`src/rtl/od_pulse_receiver.sv`:
```
`default_nettype none
// ============================================================================
//  Module      : od_pulse_receiver
//  Description : Receive end of a pulled-up open-drain single-wire link.
//                Synchronises and glitch-filters the wired line, measures
//                low/high widths, decodes low-pulse widths into bits
//                (LSB first), assembles words and hands them out over a
//                valid/ready port. Flags framing errors, overruns and
//                bus-reset pulses.
//  Revision    : 1.0 - initial release
// ============================================================================
module od_pulse_receiver #(
    parameter int DATA_W      = 8,
    parameter int FILT        = 3,
    parameter int T_ONE_MAX   = 8,
    parameter int T_ZERO_MAX  = 32,
    parameter int T_RESET_MIN = 64,
    parameter int T_IDLE      = 48
) (
    input  logic              clk,
    input  logic              rst,
    input  logic              line_i,
    output logic [DATA_W-1:0] m_data_o,
    output logic              m_valid_o,
    input  logic              m_ready_i,
    output logic              frame_err_o,
    output logic              overrun_o,
    output logic              bus_reset_o,
    output logic              line_lvl_o,
    output logic              busy_o
);

    // Width counter saturates at the larger of the two thresholds it serves.
    localparam int c_WMAX = (T_RESET_MIN > T_IDLE) ? T_RESET_MIN : T_IDLE;
    localparam int c_WW   = $clog2(c_WMAX + 1);
    localparam int c_RW   = (FILT > 1) ? $clog2(FILT) : 1;
    localparam int c_BW   = (DATA_W > 1) ? $clog2(DATA_W) : 1;

    typedef enum logic [1:0] {
        S_IDLE = 2'd0,
        S_LOW  = 2'd1,
        S_GAP  = 2'd2,
        S_RST  = 2'd3
    } state_t;

    state_t              r_state;
    state_t              w_state_nxt;

    logic                r_s1;
    logic                r_s2;
    logic                r_lvl;
    logic                r_lvl_d;
    logic [c_RW-1:0]     r_run;
    logic [c_WW-1:0]     r_width;
    logic [DATA_W-2:0]   r_shift;
    logic [c_BW-1:0]     r_count;
    logic [DATA_W-1:0]   r_data;
    logic                r_valid;
    logic                r_ferr;
    logic                r_ovr;

    logic                w_flip;
    logic                w_edge;
    logic                w_rise;
    logic                w_fall;
    logic                w_bit;
    logic [DATA_W-1:0]   w_word;
    logic                w_complete;
    logic                w_shift;
    logic                w_clear;
    logic                w_ferr;
    logic                w_brst;

    // The filtered level flips once FILT consecutive synced samples disagree.
    assign w_flip = (r_s2 != r_lvl) && (r_run == c_RW'(FILT - 1));

    // Edges are acted on one cycle after the filtered level changes, so that
    // r_width still holds the full width of the level that just ended.
    assign w_edge = r_lvl ^ r_lvl_d;
    assign w_rise = r_lvl & ~r_lvl_d;
    assign w_fall = ~r_lvl & r_lvl_d;

    // Short lows are ones, medium lows are zeros; new bits enter at the MSB.
    assign w_bit      = (r_width <= c_WW'(T_ONE_MAX));
    assign w_word     = {w_bit, r_shift};
    assign w_complete = w_shift && (r_count == c_BW'(DATA_W - 1));

    // Two-flop synchroniser followed by the run-length glitch filter.
    always_ff @(posedge clk) begin
        if (rst) begin
            r_s1    <= 1'b1;
            r_s2    <= 1'b1;
            r_lvl   <= 1'b1;
            r_lvl_d <= 1'b1;
            r_run   <= '0;
        end else begin
            r_s1    <= line_i;
            r_s2    <= r_s1;
            r_lvl_d <= r_lvl;
            if (r_s2 == r_lvl) begin
                r_run <= '0;
            end else if (w_flip) begin
                r_lvl <= r_s2;
                r_run <= '0;
            end else begin
                r_run <= r_run + c_RW'(1);
            end
        end
    end

    // Width counter: cycles elapsed since the filtered level last changed.
    // The edge is seen one cycle after the flip, so it restarts at 1.
    always_ff @(posedge clk) begin
        if (rst) begin
            r_width <= '0;
        end else if (w_edge) begin
            r_width <= c_WW'(1);
        end else if (r_width != c_WW'(c_WMAX)) begin
            r_width <= r_width + c_WW'(1);
        end
    end

    // FSM state register.
    always_ff @(posedge clk) begin
        if (rst) begin
            r_state <= S_IDLE;
        end else begin
            r_state <= w_state_nxt;
        end
    end

    // FSM next state and per-cycle decode actions.
    always_comb begin
        w_state_nxt = r_state;
        w_shift     = 1'b0;
        w_clear     = 1'b0;
        w_ferr      = 1'b0;
        w_brst      = 1'b0;
        case (r_state)
            S_IDLE: begin
                if (w_fall) begin
                    w_state_nxt = S_LOW;
                end
            end
            S_LOW: begin
                // A reset-length low wins even if the rise lands on the same cycle.
                if (r_width >= c_WW'(T_RESET_MIN)) begin
                    w_brst      = 1'b1;
                    w_clear     = 1'b1;
                    w_state_nxt = S_RST;
                end else if (w_rise) begin
                    if (r_width <= c_WW'(T_ZERO_MAX)) begin
                        w_shift     = 1'b1;
                        w_state_nxt = S_GAP;
                    end else begin
                        w_ferr      = 1'b1;
                        w_clear     = 1'b1;
                        w_state_nxt = S_IDLE;
                    end
                end
            end
            S_GAP: begin
                if (r_width >= c_WW'(T_IDLE)) begin
                    w_ferr      = (r_count != '0);
                    w_clear     = 1'b1;
                    w_state_nxt = S_IDLE;
                end
                // A fall coinciding with the timeout still starts a new pulse.
                if (w_fall) begin
                    w_state_nxt = S_LOW;
                end
            end
            S_RST: begin
                if (w_fall) begin
                    w_state_nxt = S_LOW;
                end else if (r_lvl) begin
                    w_state_nxt = S_IDLE;
                end
            end
            default: begin
                w_state_nxt = S_IDLE;
            end
        endcase
    end

    // Word assembly, output holding register and registered status pulses.
    always_ff @(posedge clk) begin
        if (rst) begin
            r_shift <= '0;
            r_count <= '0;
            r_data  <= '0;
            r_valid <= 1'b0;
            r_ferr  <= 1'b0;
            r_ovr   <= 1'b0;
        end else begin
            r_ferr <= w_ferr;
            r_ovr  <= 1'b0;

            if (w_clear) begin
                r_shift <= '0;
                r_count <= '0;
            end else if (w_shift) begin
                r_shift <= w_word[DATA_W-1:1];
                r_count <= w_complete ? '0 : r_count + c_BW'(1);
            end

            if (w_complete) begin
                if (!r_valid || m_ready_i) begin
                    r_data  <= w_word;
                    r_valid <= 1'b1;
                end else begin
                    r_ovr <= 1'b1;
                end
            end else if (r_valid && m_ready_i) begin
                r_valid <= 1'b0;
            end
        end
    end

    assign m_data_o    = r_data;
    assign m_valid_o   = r_valid;
    assign frame_err_o = r_ferr;
    assign overrun_o   = r_ovr;
    assign bus_reset_o = w_brst & ~rst;
    assign line_lvl_o  = r_lvl;
    assign busy_o      = (r_state != S_IDLE) || (r_count != '0);

endmodule
`default_nettype wire

```
`config.mk`:
```
export PLATFORM = sky130hd
export DESIGN_NAME = od_pulse_receiver
export DESIGN_NICKNAME = d
export VERILOG_FILES = /design/src/rtl/od_pulse_receiver.sv
export SDC_FILE = /design/constraint.sdc
export NUM_CORES = 1
export LEC_CHECK = 0
export CAP_MARGIN = 20
export CORE_MARGIN = 10
export CORE_UTILIZATION = 52
export DETAILED_ROUTE_END_ITERATION = 16
export PLACE_DENSITY = 0.74
export SYNTH_ARGS = -nofsm -noshare
export SYNTH_HDL_FRONTEND = slang
export SYNTH_SLANG_ARGS = --single-unit
```
`constraint.sdc`:
```
create_clock -name clk -period 1.9 [get_ports clk]
set_input_delay 0.38 -clock clk [delete_from_list [all_inputs] [get_ports clk]]
set_output_delay 0.38 -clock clk [all_outputs]
set_load 0.02 [all_outputs]
```
==> results by group, run 1 <==
Cells and area
  – Layout cells sized above 1: 0.173
  – Finished Layout Cells: 246
  – Final instance area: 2050 sq um
  – Final nets: 219
  – Area of the multi-input gates: 906 sq um
  – Layout area overhead: 18.9%
  – Storage element area: 726 sq um
  – FILL cells: 290
  – Inserted Diodes: 0

Floorplanning
  – Die Area: 6020 sq um
  – Die height: 77.6 um
  – Die extent in x: 77.6 um
  – Core region area: 3100 sq um
  – # rows: 20
  – Num ports: 18
  – Initial Util: 0.556

CTS
  – Clock Root Buffer: clkbuf_4
  – Total setup buffers inserted after CTS: 0
  – TritonCTS clock tree: built
  – H-tree levels: 2
  – CTS sink count: 36
  – Worst-Skew Late Latency: 0.34 ns
  – Clock transition at the registers of the reported paths: 0.10 ns
  – CTS max path bufs: 2
  – CTS Buf Count: 5

Setup path
  – Crit path kind: reg -> reg
  – R2R cell count: 7
  – Worst setup SP type: register
  – WP data arrival: 2.02 ns
  – Req. time, crit path: 2.12 ns
  – Largest stage delay on the critical path: 0.50 ns
  – R2R Path End: r_shift[5]
  – R2r startpoint: r_width[0]
  – CP max stage cell: or4b_4
  – CP cell instances: inv_1, ha_2, or4b_4, a21boi_4, buf_12, mux2i_1, nor2_1
  – R2R setup slack: 0.10 ns
  – Buf/Inv on CP: 2
  – Largest delay contributor family on the critical path: simple AND/OR/NAND/NOR gates
  – Endpoint class of the critical path: register
  – Crit path max fanout: 13

Logic synthesis
  – Ys async rst share: 0
  – Mapped cell area: 1720 sq um
  – Post-synth EDFFs: 0
  – Synth Net Count: 195
  – Register bit total from synthesis: 36
  – Seq/Total Area, Yosys: 0.418
  – YS warnings: 0
  – Syn avg cell area: 9.74 sq um
  – Share of the synthesized area in the top cell type: 0.418
  – Netlist cell types: 42
  – Cell taking the most area after synthesis: dfxtp_1
  – Main flop type after synthesis: dfxtp_1
  – Synth top area cells: dfxtp_1 42%, ha_1 10%, mux2i_1 9.3%, nor2_1 5.4%, xnor2_1 3.0%
  – Syn Inst Count: 177

Timing
  – Setup Viol. Count Final: 0
  – Final hold viol count: 0
  – Slew HR: 0.730
  – RSZ-0062 raised after global routing: no
  – Max Fclk: 0.556 GHz
  – Period Utilization, post-route: 0.946
  – Worst-Margin Slew: 0.404 ns
  – Worst Clk Skew: 0.00613 ns
  – Fin crit period: 1.80 ns
  – Max Slew Vio Count: 0

Place
  – Hpwl dp: 2440 um
  – Placed Area: 1970 sq um
  – IO buf count: 17
  – Routability cong.: 0.837
  – Post-Place Cells: 238

Global routing
  – Initial antenna violation count: 0
  – First-pass GRT wire length: 5750 um
  – Total GRT Usage: 0.116
  – Vias in the first global route: 1,277
  – Largest net degree at the start of global routing: 20
  – GRT overflow: 0

Power
  – VDD IR max: 0.000441 V
  – Sequential power share: 0.542
  – Power Internal: 1.10 mW
  – Leak: 0.779 nW
  – Clk pwr share: 0.370
  – Switch Pwr: 0.338 mW
  – Pwr Total: 1.44 mW
  – Sw Ratio: 0.235
  – Combinational power share: 0.087
  – PwrDens: 701 nW/um^2

Status
  – Status: completed

Routing
  – Initial DRC count: 77
  – TritonRoute pass-1 iters: 4
  – Final antenna-violating net count: 0
  – Post-Route WL: 3360 um
  – Via count: 1,278
  – Vias per cell: 5.20
  – WL per Instance: 13.7 um
  – Drt drc: 0

Min path
  – Hold depth: 1
  – Hold_sp: r_run[0]
  – HP Class: reg -> reg
  – Hold worst-path end: r_run[0]

Job
  – Maxcap violations: 0
-- layout by cell type (no fill, tap or decap), types with 3 or more instances in the layout --
master,instances
a21oi_1,5
a21oi_2,3
buf_4,7
clkbuf_4,5
clkdlybuf4s50_1,15
dfxtp_1,32
dfxtp_2,4
ha_1,13
inv_1,12
mux2i_1,16
nand2_1,7
nand2b_1,6
nand3_1,3
nor2_1,25
nor3b_1,3
xnor2_1,6
-- worst max-delay path by stage --
stage | startpoint | to | slack [ns] | depth (start not counted)
2_1_floorplan | r_width[0] | r_shift[5] | 0.19 | 7
3_3_place_gp | rst | bus_reset_o | -0.12 | 4
3_5_place_dp | rst | bus_reset_o | -0.13 | 4
4_1_cts | r_state[1] | bus_reset_o | 0.01 | 4
5_1_grt | r_state[1] | r_shift[5] | 0.003 | 8
6_report | r_width[0] | r_shift[5] | 0.10 | 7
-- cell usage after synthesis, drive strengths merged, types with 2 or more instances --
cell and count:
nand3 3, ha 14, a21oi 8, o21ai 2, dfxtp 36, xnor2 6
o2111a 2, or2 2, buf 3, nor2b 2, inv 12, nand2 8
nor3 3, mux2i 16, nor3b 3, nand2b 6, and3 2, clkbuf 5
nor2 25, nand3b 3
-- cells by family (layout without fill, tap and decap cells) --
group                      count (synthesis)  in the layout  share of synthesized area
AOI/OAI and AO/OA                         20             20                     0.0914
xor gates and xnor gates                   7              7                     0.0356
adders and majority gates                 14             14                      0.102
buffers and inverters                     20             45                     0.0581
DFF                                       36             36                      0.418
muxes                                     16             16                     0.0929
and+or+nand+nor                           64             64                      0.202
-- through the flow --
stage / hold WS, ns / setup TNS [ns] / setup slack (ns) / utilization
global route: 0.442 / 0 / 0.00251 / 0.661
detailed placement: 0.401 / -0.125 / -0.125 / 0.634
global placement: 0.392 / -0.116 / -0.116 / 0.634
finish: 0.416 / 0 / 0.103 / 0.661
floorplan: 0.389 / 0 / 0.190 / -
CTS: 0.420 / 0 / 0.0118 / 0.660
-- final cells by class --
class | count | share of cell area
Clock inverter | 3 | 0.0207
Inverter | 12 | 0.0220
Clock buffer | 5 | 0.0183
Tap cell | 44 | 0.0268
Multi-Input combinational cell | 121 | 0.442
Timing Repair Buffer | 25 | 0.117
Sequential cell | 36 | 0.354
-- flip-flops by register name, summed over array words and instances (netlist names), 2 cells and up --
register and flops:
m_data_o 8, r_shift 7, r_width 7, r_count 3, r_run 2, r_state 2
-- power groups by stage --
stage / Sequential (mW) / Clock (mW) / Combinational [mW]
4_1_cts: 0.780 / 0.556 / 0.126
3_5_place_dp: 0.797 / 0 / 0.127
3_3_place_gp: 0.795 / 0 / 0.121
2_1_floorplan: 0.793 / 0 / 0.0854
5_1_grt: 0.782 / 0.579 / 0.139
6_report: 0.780 / 0.532 / 0.126
-- metal layers --
metal	GRT usage	vias up	routed length, um
met5	0	-	0
li1	-	647	-
met3	0.0484	6	157
met1	0.117	612	1420
met2	0.206	13	1720
met4	0.0438	0	55
-- repair_timing --
item                       CTS  global route
setup endpoints to repair    2             8
gates resized for setup      5             6
hold buffers                 0             0
pin swaps                    0             1
(Power assumes the default switching activity.)
==> run 2: changes to the inputs <==
--- a/config.mk
+++ b/config.mk
@@ -9,7 +9,7 @@
 export CORE_MARGIN = 10
 export CORE_UTILIZATION = 52
 export DETAILED_ROUTE_END_ITERATION = 16
-export PLACE_DENSITY = 0.74
+export PLACE_DENSITY = 0.85
 export SYNTH_ARGS = -nofsm -noshare
 export SYNTH_HDL_FRONTEND = slang
 export SYNTH_SLANG_ARGS = --single-unit
==> run 2 against run 1 <==
- first-iteration DRC count shrank 14%
- setup slack got worse by 0.021 ns
- global-route usage up 0.34 points
- critical path depth is the same
- die area unchanged
- total power decreased by 6.5%
- non-clock buffer count grew 1
- critical endpoint is now r_shift[3]
==> results by group, run 2 (same netlist as run 1, synthesis figures left out) <==
Min path
  – Hold worst-path end: r_run[0]
  – Hold_sp: r_run[0]
  – HP Class: reg -> reg
  – Hold depth: 1 (unchanged)

Power
  – Leak: 0.784 nW (+0.69%)
  – Power Internal: 1.00 mW (-8.8%)
  – Sequential power share: 0.581 (+0.039)
  – Clk pwr share: 0.322 (-0.048)
  – Combinational power share: 0.098 (+0.011)
  – Switch Pwr: 0.341 mW (+0.92%)
  – Sw Ratio: 0.254 (+0.0187)
  – VDD IR max: 0.000495 V (+12%)
  – PwrDens: 659 nW/um^2 (-6.0%)

Routing
  – Drt drc: 0 (unchanged)
  – Post-Route WL: 3620 um (+7.9%)
  – Vias per cell: 5.17 (-0.40%)
  – DR top layer: met4
  – Wl on met1: 1530 um (+8.0%)
  – WL per Instance: 14.7 um (+7.5%)
  – WL met3: 219 um (+39%)
  – Met2 wire length: 1840 um (+6.6%)
  – TritonRoute pass-1 iters: 4 (unchanged)
  – Initial DRC count: 66 (-14%)
  – Via count: 1,278 (unchanged)
  – Final antenna-violating net count: 0 (unchanged)

CTS
  – CTS sink count: 36 (unchanged)
  – CTS Buf Count: 5 (unchanged)
  – CTS max path bufs: 2 (unchanged)
  – Worst-Skew Late Latency: 0.35 ns (about the same)
  – TritonCTS clock tree: built
  – Clock transition at the registers of the reported paths: 0.10 ns (about the same)
  – H-tree levels: 2 (unchanged)
  – Clock Root Buffer: clkbuf_4

Setup path
  – Crit path kind: reg -> reg
  – R2R Path End: r_shift[3]
  – Crit path max fanout: 13 (unchanged)
  – Worst setup SP type: register
  – Req. time, crit path: 2.13 ns (about the same)
  – R2R cell count: 7 (unchanged)
  – WP data arrival: 2.04 ns (+0.02 ns)
  – R2r startpoint: r_width[0]
  – Endpoint class of the critical path: register
  – R2R setup slack: 0.08 ns (-0.02 ns)

Global routing
  – Vias in the first global route: 1,340 (+4.9%)
  – Largest net degree at the start of global routing: 20 (unchanged)
  – GRT overflow: 0 (unchanged)
  – Total GRT Usage: 0.119 (+0.00339)
  – Initial antenna violation count: 0 (unchanged)
  – First-pass GRT wire length: 5980 um (+3.8%)

Cells and area
  – FILL cells: 263 (-9.3%)
  – Max reg flops: 8 (unchanged)
  – Inserted Diodes: 0 (unchanged)
  – Most frequent cells in the layout: 34 x dfxtp_1, 25 x nor2_1, 16 x mux2i_1, 15 x clkdlybuf4s50_1, 14 x ha_1
  – Final instance area: 2040 sq um (-0.55%)
  – Final nets: 220 (+0.46%)
  – Layout area overhead: 18.3%
  – Most common cell after layout, fill and taps aside: dfxtp_1
  – Layout cells sized above 1: 0.172 (-0.000854)
  – Final core occ: 0.657 (-0.00363)

Timing
  – Worst Clk Skew: 0.0111 ns (+0.00499 ns)
  – Max Slew Vio Count: 0 (unchanged)
  – Period Utilization, post-route: 0.957 (+0.0109)
  – Max Fclk: 0.550 GHz (-1.1%)
  – TNS Setup: 0 ns (unchanged)
  – Final hold viol count: 0 (unchanged)
  – Setup Viol. Count Final: 0 (unchanged)
  – Worst-Margin Slew: 0.406 ns (+0.00144 ns)
  – Slew HR: 0.729 (-0.000962)
  – Fin crit period: 1.82 ns (+0.0208 ns)

Job
  – Maxcap violations: 0 (unchanged)

Place
  – IO buf count: 17 (unchanged)
  – Placed Area: 1970 sq um (unchanged)
  – Routability cong.: 0.839 (+0.20%)
  – Hpwl dp: 2650 um (+8.8%)

Status
  – Status: completed

Floorplanning
  – Die extent in x: 77.6 um (unchanged)
  – Core region area: 3100 sq um (unchanged)
  – Initial Util: 0.556 (unchanged)
  – Die Area: 6020 sq um (unchanged)
  – Num ports: 18 (unchanged)
  – Die height: 77.6 um (unchanged)
  – # rows: 20 (unchanged)
==> run 2: timing repair <==
action | in CTS | in global routing
endpoints found under the setup margin | 2 | 13
resized for setup | 4 | 7
buffers inserted | 0 | 1
hold buffers | 0 | 0
==> run 2: worst max-delay path by stage <==
stage                     cells after the start        from     endpoint  slack (ns)
after floorplan                               7  r_width[0]   r_shift[5]        0.19
after global placement                        4         rst  bus_reset_o       -0.15
after detailed placement                      4         rst  bus_reset_o       -0.14
after CTS                                     5  r_count[0]       busy_o      0.0005
after global routing                          7  r_width[1]   r_shift[5]       -0.01
final                                         7  r_width[0]   r_shift[3]        0.08
==> run 2: layer usage <==
layer  up-vias  global-route usage
met5         -                   0
met4         0              0.0401
met3         3              0.0576
met2        22               0.203
met1       607               0.126
li1        646                   -
==> run 2: final cells by class <==
type,count,area [sq um],area share
Clock buffer,6,51.3,0.0252
Clock inverter,2,10.0,0.00491
Inverter,12,45.0,0.0221
Multi-Input combinational cell,121,911,0.447
Sequential cell,36,723,0.355
Tap cell,44,55.1,0.0270
Timing Repair Buffer,26,244,0.120
==> run 2: metrics by stage <==
stage,power (mW),std cells,hold slack [ns],setup WS [ns]
3_3_place_gp,0.914,238,0.400,-0.152
5_1_grt,1.40,247,0.449,-0.0121
4_1_cts,1.36,246,0.428,0.000509
3_5_place_dp,0.925,238,0.408,-0.143
6_report,1.34,247,0.423,0.0821
2_1_floorplan,0.878,177,0.389,0.190
==> run 2: worst max-delay path: stages (launching register included) <==
cell	delay, ns
dfxtp_2	0.36
inv_1	0.05
ha_1	0.19
or4b_4	0.50
a21boi_4	0.19
buf_12	0.16
mux2i_1	0.19
nor2_1	0.06
==> run 2: power groups by stage <==
stage / combinational (mW) / sequential, mW / clock [mW]
3_3_place_gp: 0.119 / 0.795 / 0
4_1_cts: 0.126 / 0.779 / 0.450
3_5_place_dp: 0.128 / 0.797 / 0
2_1_floorplan: 0.0854 / 0.793 / 0
6_report: 0.131 / 0.780 / 0.433
5_1_grt: 0.143 / 0.783 / 0.472
==> run 3: changes to the inputs <==
--- a/config.mk
+++ b/config.mk
@@ -9,7 +9,9 @@
 export CORE_MARGIN = 10
 export CORE_UTILIZATION = 52
 export DETAILED_ROUTE_END_ITERATION = 16
+export HOLD_SLACK_MARGIN = 0.12
 export PLACE_DENSITY = 0.85
+export SLEW_MARGIN = 20
 export SYNTH_ARGS = -nofsm -noshare
 export SYNTH_HDL_FRONTEND = slang
 export SYNTH_SLANG_ARGS = --single-unit
==> results of run 3 <==
Final layout, timing and power as in run 2 (identical DEF).
